<file path="src/rtl/sram_controller_if.sv">
// Memory-stage side of the SRAM bridge: request, store data, load data and stall.
// The memory stage is the master; the SRAM controller is the slave.
interface sram_controller_if;
    logic        wr_en;
    logic        rd_en;
    logic [31:0] address;
    logic [31:0] write_data;
    logic [31:0] read_data;
    logic        ready;

    modport master (
        output wr_en,
        output rd_en,
        output address,
        output write_data,
        input  read_data,
        input  ready
    );

    modport slave (
        input  wr_en,
        input  rd_en,
        input  address,
        input  write_data,
        output read_data,
        output ready
    );
endinterface

</file>
<file path="src/rtl/sram_controller.sv">
// Splits each 32-bit load/store into two 16-bit accesses to an asynchronous SRAM,
// stalling the pipeline through ready until the second half has completed.
module sram_controller #(
    parameter int          ACCESS_CYCLES = 2,
    parameter logic [31:0] BASE_ADDR     = 32'd1024
) (
    input  logic               clk,
    input  logic               rst,
    sram_controller_if.slave   mem,
    output logic [17:0]        sram_addr,
    output logic [15:0]        sram_dq_out,
    output logic               sram_dq_oe,
    input  logic [15:0]        sram_dq_in,
    output logic               sram_we_n,
    output logic               sram_oe_n
);

    localparam int CW = (ACCESS_CYCLES > 2) ? $clog2(ACCESS_CYCLES) : 1;

    typedef enum logic [1:0] {
        S_IDLE = 2'd0,
        S_LO   = 2'd1,
        S_HI   = 2'd2,
        S_DONE = 2'd3
    } state_t;

    state_t         state_reg;
    state_t         state_next;
    logic [CW-1:0]  cnt_reg;
    logic           op_wr_reg;
    logic [16:0]    word_idx_reg;
    logic [15:0]    data_hi_reg;
    logic [31:0]    read_data_reg;
    logic [17:0]    sram_addr_reg;
    logic [15:0]    dq_out_reg;

    logic [31:0]    off;
    logic           req;
    logic           last_cycle;
    logic           ready_comb;
    logic           unused_off_bits;

    // Offset arithmetic wraps mod 2^32; only the half-word index bits survive.
    assign off             = mem.address - BASE_ADDR;
    assign unused_off_bits = ^{off[31:19], off[1:0]};
    assign req             = mem.wr_en | mem.rd_en;
    assign last_cycle      = (cnt_reg == CW'(ACCESS_CYCLES - 1));

    always_ff @(posedge clk) begin
        if (rst) begin
            state_reg <= S_IDLE;
        end else begin
            state_reg <= state_next;
        end
    end

    always_comb begin
        state_next = state_reg;
        case (state_reg)
            S_IDLE:  if (req)        state_next = S_LO;
            S_LO:    if (last_cycle) state_next = S_HI;
            S_HI:    if (last_cycle) state_next = S_DONE;
            S_DONE:                  state_next = S_IDLE;
            default:                 state_next = S_IDLE;
        endcase
    end

    always_comb begin
        ready_comb = 1'b0;
        sram_we_n  = 1'b1;
        sram_oe_n  = 1'b1;
        sram_dq_oe = 1'b0;
        case (state_reg)
            S_IDLE: ready_comb = ~req;
            S_LO, S_HI: begin
                if (op_wr_reg) begin
                    sram_dq_oe = 1'b1;
                    // Last cycle of each phase releases the strobe so data holds past WE rising.
                    sram_we_n  = last_cycle;
                end else begin
                    sram_oe_n  = 1'b0;
                end
            end
            S_DONE: ready_comb = 1'b1;
            default: ready_comb = 1'b0;
        endcase
    end

    always_ff @(posedge clk) begin
        if (rst) begin
            cnt_reg <= '0;
        end else if (state_next != state_reg) begin
            cnt_reg <= '0;
        end else if (state_reg == S_LO || state_reg == S_HI) begin
            cnt_reg <= cnt_reg + 1'b1;
        end
    end

    always_ff @(posedge clk) begin
        if (rst) begin
            op_wr_reg     <= 1'b0;
            word_idx_reg  <= '0;
            data_hi_reg   <= '0;
            read_data_reg <= '0;
            sram_addr_reg <= '0;
            dq_out_reg    <= '0;
        end else begin
            if (state_reg == S_IDLE && req) begin
                op_wr_reg     <= mem.wr_en;
                word_idx_reg  <= off[18:2];
                data_hi_reg   <= mem.write_data[31:16];
                sram_addr_reg <= {off[18:2], 1'b0};
                dq_out_reg    <= mem.write_data[15:0];
            end
            if (state_reg == S_LO && last_cycle) begin
                sram_addr_reg <= {word_idx_reg, 1'b1};
                dq_out_reg    <= data_hi_reg;
                if (!op_wr_reg) begin
                    read_data_reg[15:0] <= sram_dq_in;
                end
            end
            if (state_reg == S_HI && last_cycle && !op_wr_reg) begin
                read_data_reg[31:16] <= sram_dq_in;
            end
        end
    end

    assign sram_addr     = sram_addr_reg;
    assign sram_dq_out   = dq_out_reg;
    assign mem.read_data = read_data_reg;
    assign mem.ready     = ready_comb;

endmodule

</file>
<file path="src/flat_wrapper.sv">
// flat-port wrapper written by rule: the top's interface ports become plain ports
module sram_controller_flat 
#(
    parameter int          ACCESS_CYCLES = 2,
    parameter logic [31:0] BASE_ADDR     = 32'd1024
)
  (clk, rst, sram_addr, sram_dq_out, sram_dq_oe, sram_dq_in, sram_we_n, sram_oe_n, mem_wr_en, mem_rd_en, mem_address, mem_write_data, mem_read_data, mem_ready);
  sram_controller_if mem_i ();
  input  logic clk;
  input  logic rst;
  output logic [17:0] sram_addr;
  output logic [15:0] sram_dq_out;
  output logic sram_dq_oe;
  input  logic [15:0] sram_dq_in;
  output logic sram_we_n;
  output logic sram_oe_n;
  input wire logic [$bits(mem_i.wr_en)-1:0] mem_wr_en;
  input wire logic [$bits(mem_i.rd_en)-1:0] mem_rd_en;
  input wire logic [$bits(mem_i.address)-1:0] mem_address;
  input wire logic [$bits(mem_i.write_data)-1:0] mem_write_data;
  output wire logic [$bits(mem_i.read_data)-1:0] mem_read_data;
  output wire logic [$bits(mem_i.ready)-1:0] mem_ready;
  assign mem_i.wr_en = mem_wr_en;
  assign mem_i.rd_en = mem_rd_en;
  assign mem_i.address = mem_address;
  assign mem_i.write_data = mem_write_data;
  assign mem_read_data = mem_i.read_data;
  assign mem_ready = mem_i.ready;
  sram_controller #(.ACCESS_CYCLES(ACCESS_CYCLES), .BASE_ADDR(BASE_ADDR)) u_core (.clk(clk), .rst(rst), .mem(mem_i), .sram_addr(sram_addr), .sram_dq_out(sram_dq_out), .sram_dq_oe(sram_dq_oe), .sram_dq_in(sram_dq_in), .sram_we_n(sram_we_n), .sram_oe_n(sram_oe_n));
endmodule
</file>
<file path="config.mk">
export PLATFORM = sky130hd
export DESIGN_NAME = sram_controller_flat
export DESIGN_NICKNAME = d
export VERILOG_FILES = /design/src/rtl/sram_controller_if.sv /design/src/rtl/sram_controller.sv /design/src/flat_wrapper.sv
export SDC_FILE = /design/constraint.sdc
export NUM_CORES = 1
export LEC_CHECK = 0
export ABC_AREA = 1
export CORE_UTILIZATION = 48
export CTS_BUF_LIST = sky130_fd_sc_hd__clkbuf_16
export DETAILED_ROUTE_END_ITERATION = 10
export PLACE_DENSITY = 0.88
export SKIP_CTS_REPAIR_TIMING = 1
export SYNTH_ARGS = -nofsm -noshare
export SYNTH_HDL_FRONTEND = slang
export SYNTH_SLANG_ARGS = --single-unit
</file>
<file path="constraint.sdc">
create_clock -name clk -period 3.45 [get_ports clk]
set_input_delay 1.035 -clock clk [delete_from_list [all_inputs] [get_ports clk]]
set_output_delay 1.035 -clock clk [all_outputs]
set_load 0.005 [all_outputs]
</file>
# ---- After elaboration in Yosys (flattened, before gate mapping)
# Cells that the tools add are included.
# Widths: inputs -> output; s select.
dict set report totals {
  input_bits 84
  wordCells 43
  reg_bits 103
  output_inout_bits 70
}
dict set report op_classes {
  bitwise 3
  n_eq_ne 4
  add_sub_neg 2
  mux 14
  n_reduce_logical 11
}
# cell n
set ops {}
lappend ops {{$mux 18} 2}
lappend ops {{$mux 16} 2}
lappend ops {{$sub 19x11->19 const B} 1}
lappend ops {{$pmux 2 s4} 1}
lappend ops {{$mux 2} 3}
lappend ops {{$mux 1} 5}
lappend ops {{$eq 2x2->1 const B} 2}
lappend ops {{$logic_and 1x1->1} 4}
lappend ops {{$reduce_or 2->1} 2}
lappend ops {{$eq 2x1->1 const B} 1}
lappend ops {{$logic_not 2->1} 1}
lappend ops {{$ne 2x2->1} 1}
lappend ops {{$not 1->1} 2}
lappend ops {{$pmux 1 s2} 1}
lappend ops {{$reduce_and 2->1} 1}
lappend ops {{$reduce_bool 2->1} 1}
lappend ops {{$add 1x1->1 const B} 1}
lappend ops {{$logic_not 1->1} 1}
lappend ops {{$logic_or 1x1->1} 1}
lappend ops {{$or 1x1->1} 1}

# ---- Longest topological paths before layout
dict set report logic_depth {
  word_depth 5
  depth_mapped 10
  mapped_depth_nobuf 10
}

# ---- Worst setup path after synthesis
# Ideal clock, no wire load.
dict set report synth_timing {
  path_kind {input -> output}
  from {input port mem_wr_en}
  to {output port mem_ready}
  path_slack_ns 1.025
  stages 3
  arrival_ns 1.390
  required_ns 2.415
  n_path_buf 0
  cell_sequence {nor2_2 a21oi_1 nor2_1}
}
dict set report synth_via {
  elab_chain_len 3
}
# item line
set synth_rtl {}
lappend synth_rtl {{start: declaration} flat_wrapper.sv:17} ;# input wire logic [$bits(mem_i.wr_en)-1:0] mem_wr_en;
lappend synth_rtl {{$or 1x1->1} sram_controller.sv:46} ;# assign req = mem.wr_en | mem.rd_en;
lappend synth_rtl {{$not 1->1} sram_controller.sv:74} ;# S_IDLE: ready_comb = ~req;
lappend synth_rtl {{$pmux 1 s2} sram_controller.sv:73} ;# case (state_reg)
lappend synth_rtl {{end: declaration} flat_wrapper.sv:22} ;# output wire logic [$bits(mem_i.ready)-1:0] mem_ready;
# No other way between the ends.

# ---- Worst setup path after layout
# Ends and elaborated chain as after synthesis.

==> impl_metrics.env <==
export IMPL_power_share_clock=0.295
export IMPL_p_sw_mw=1.02
export IMPL_syn2layout_area_growth_pct=39.2
export IMPL_postSynthCellCount=569
export IMPL_fin_crit_ns=3.32
export IMPL_syn_mean_instance_area_sq_um=7.45
export IMPL_place_congestion=0.922
export IMPL_power_frac_comb=0.270
export IMPL_relSlewSlack=0.475
export IMPL_port_buffer_count=138
export IMPL_gr_usage_all_layers=0.259
export IMPL_async_reset_ff_frac=0
export IMPL_drt_wirelength_per_cell_microns=14.5
export IMPL_drt_pass1_iterations=8
export IMPL_worst_ir_drop_vdd_uv=405
export IMPL_path_cells="clkdlybuf4s50_1, nor2_2, a21oi_1, nor2_1, clkdlybuf4s50_1"
export IMPL_dpl_instance_area_sq_mm=0.00562
export IMPL_cpPeakStageDelay_ns=0.53
export IMPL_drt_iter0_drc=285
export IMPL_die_x_microns=96.0
export IMPL_final_max_slew_viol_count=0
export IMPL_antenna_found_initial=0
export IMPL_start_util=0.506
export IMPL_worstPathArrival_ns=2.29
export IMPL_netlist_area_leader_share=0.486
export IMPL_path_common_cell="clkdlybuf4s50_1"
export IMPL_cp_slowest_cell="clkdlybuf4s50_1"
export IMPL_die_area_sq_mm=0.00922
export IMPL_largest_reg_flops=32
export IMPL_synth_largest_area_cell="dfxtp_1"
export IMPL_rsz0062_at_grt="false"
export IMPL_drive_above_1_share=0.0605
export IMPL_final_area_sq_mm=0.00591
export IMPL_fill_cells=663
export IMPL_route_detailed_drc=0
export IMPL_fin_setup_tns_ns=0
export IMPL_chipHeight_microns=96.0
export IMPL_cts_root_buffer="clkbuf_16"
export IMPL_core_area_sq_mm=0.00838
export IMPL_cts_tree="built"
export IMPL_fmax_ghz=0.301
export IMPL_ys_seq_area_frac=0.486
export IMPL_r2r_start="u_core.state_reg[1]"
export IMPL_synth_cell_types=28
export IMPL_rows=33
export IMPL_reg2regPathDepth=9
export IMPL_clkLatencyLatePin_ns=0.34
export IMPL_final_hold_worst_slack_ns=0.462
export IMPL_grt_pass1_vias=4047
export IMPL_final_antenna_net_count=0
export IMPL_finalCritPeriodShare=0.963
export IMPL_cts_path_max_buffers=2
export IMPL_p_total_mw=3.35
export IMPL_crit_start="mem_wr_en"
export IMPL_crit_required_ns=2.41
export IMPL_synth_seq_cells=103
export IMPL_setup_violations=0
export IMPL_path_class="in -> out"
export IMPL_sw_frac_of_total=0.305
export IMPL_end_kind="output port"
export IMPL_reg2reg_to="u_core.sram_addr[12]"
export IMPL_clk_pin_slew_worst_paths_ns=0.06
export IMPL_fin_skew_ns=0.00914
export IMPL_p_seq_frac=0.435
export IMPL_hold_violations=0
export IMPL_worst_pin_slew_ns=0.785
export IMPL_maxCapViolations=0
export IMPL_postSynth_topFlopCell="dfxtp_1"
export IMPL_layout_nets=780
export IMPL_status="complete, no violations"
export IMPL_intPower_mw=2.33
export IMPL_antenna_cells=0
export IMPL_crit_fanout=2
export IMPL_vias_per_cell=5.33
export IMPL_endpoint="mem_ready"
export IMPL_htree_levels=3
export IMPL_clock_sinks=103
export IMPL_io_pin_count=154
export IMPL_grt_max_degree=52
export IMPL_hold_path_depth=2
export IMPL_wirelength_microns=11600
export IMPL_hold_path_class="reg -> reg"
export IMPL_synth_edf_count=0
export IMPL_startpoint_type="input port"
export IMPL_power_per_cell_area_mw_per_mm2=567
export IMPL_multi_input_area_sq_mm=0.00188
export IMPL_cts_made_buffers=9
export IMPL_syn_area_sq_mm=0.00424
export IMPL_cellLeakagePower_nw=2.38
export IMPL_synth_area_top_cells="dfxtp_1, nand2_1, nor2_1"
export IMPL_worstHoldStart="u_core.word_idx_reg[9]"
export IMPL_regArea_sq_mm=0.00206
export IMPL_reg2reg_slack_ns=0.80
export IMPL_dp_hpwl_microns=7740
export IMPL_num_vias=4258
export IMPL_overflow=0
export IMPL_yosysWarningCount=0
export IMPL_syn_num_nets=659
export IMPL_grt_pass1_wl_microns=18700
==> through the flow <==
stage | util | cells | setup WS (ns)
global route | 0.705 | 799 | 0.0676
finish | 0.705 | 799 | 0.127
global placement | 0.670 | 784 | 0.138
detailed placement | 0.670 | 784 | 0.125
CTS | 0.705 | 799 | 0.112
floorplan | - | 569 | 1.02
==> critical path, delay by kind of cell <==
family                 cells  cell delay [ns]
AO/OA/AOI/OAI              1             0.07
AND/OR/NAND/NOR            2             0.22
buffers and inverters      2             0.96
==> synthesized netlist by cell type (10+ instances only) <==
cell type and number:
o21ai_0 45, buf_2 17, inv_1 25, nand2_1 125
o21ai_1 10, nor2_2 10, a31oi_1 26, clkbuf_1 11
a21oi_1 26, nand3_1 39, nor2_1 98, dfxtp_1 103
==> routing by layer <==
| metal | global-route usage | routed length, microns |
|---|---|---|
| met2 | 0.441 | 5570 |
| met4 | 0.0659 | 78 |
| met5 | 0 | 0 |
| met3 | 0.0979 | 1180 |
| met1 | 0.306 | 4790 |
==> kinds of logic after synthesis <==
group / Yosys count / share of synthesized area
xor gates and xnor gates: 3 / 0.00620
adders and majority gates: 6 / 0.0177
buffers and inverters: 65 / 0.0699
AOI/OAI and AO/OA: 109 / 0.137
and+or+nand+nor: 283 / 0.283
DFF: 103 / 0.486
==> power by group through the flow <==
stage / logic [mW] / registers, mW / clock network, mW
2_1_floorplan: 0.501 / 1.47 / 0
3_3_place_gp: 0.856 / 1.47 / 0
3_5_place_dp: 0.898 / 1.48 / 0
4_1_cts: 0.904 / 1.46 / 0.998
5_1_grt: 1.01 / 1.47 / 1.05
6_report: 0.903 / 1.46 / 0.988
==> placed cells by master (no fill, tap or decap) <==
| master | instances |
|---|---|
| o211ai_1 | 1 |
| nand4_1 | 4 |
| dfxtp_1 | 103 |
| buf_2 | 1 |
| o21a_1 | 1 |
| nor2_4 | 4 |
| clkinvlp_4 | 2 |
| o21ai_0 | 45 |
| o21ai_1 | 10 |
| clkdlybuf4s50_1 | 137 |
| nand3_1 | 39 |
| a31oi_1 | 26 |
| xor2_1 | 2 |
| a21oi_1 | 26 |
| ha_1 | 6 |
| nor2_2 | 10 |
| inv_6 | 1 |
| nor2_1 | 98 |
| bufinv_16 | 1 |
| xnor2_1 | 1 |
| clkinv_1 | 2 |
| inv_4 | 2 |
| inv_2 | 4 |
| and3_1 | 1 |
| clkbuf_16 | 9 |
| inv_1 | 25 |
| nor3_4 | 1 |
| buf_4 | 6 |
| nand2_1 | 125 |
| nand2_4 | 1 |
==> final cells by class <==
| cell class | count | share of cell area |
|---|---|---|
| multi-input combinational | 401 | 0.319 |
| timing repair buffer | 144 | 0.241 |
| tap | 105 | 0.0222 |
| sequential | 103 | 0.349 |
| clock buffer | 9 | 0.0381 |
| inverter | 31 | 0.0206 |
| clock inverter | 6 | 0.0104 |
==> how the worst min path moves through the flow <==
stage                                   to  slack (ns)
global placement    u_core.word_idx_reg[4]        0.45
detailed placement  u_core.word_idx_reg[4]        0.45
floorplan           u_core.word_idx_reg[7]        0.44
finish              u_core.word_idx_reg[9]        0.46
global route        u_core.word_idx_reg[5]        0.48
CTS                 u_core.word_idx_reg[4]        0.46
No activity file was read; power rests on OpenSTA's default activity.
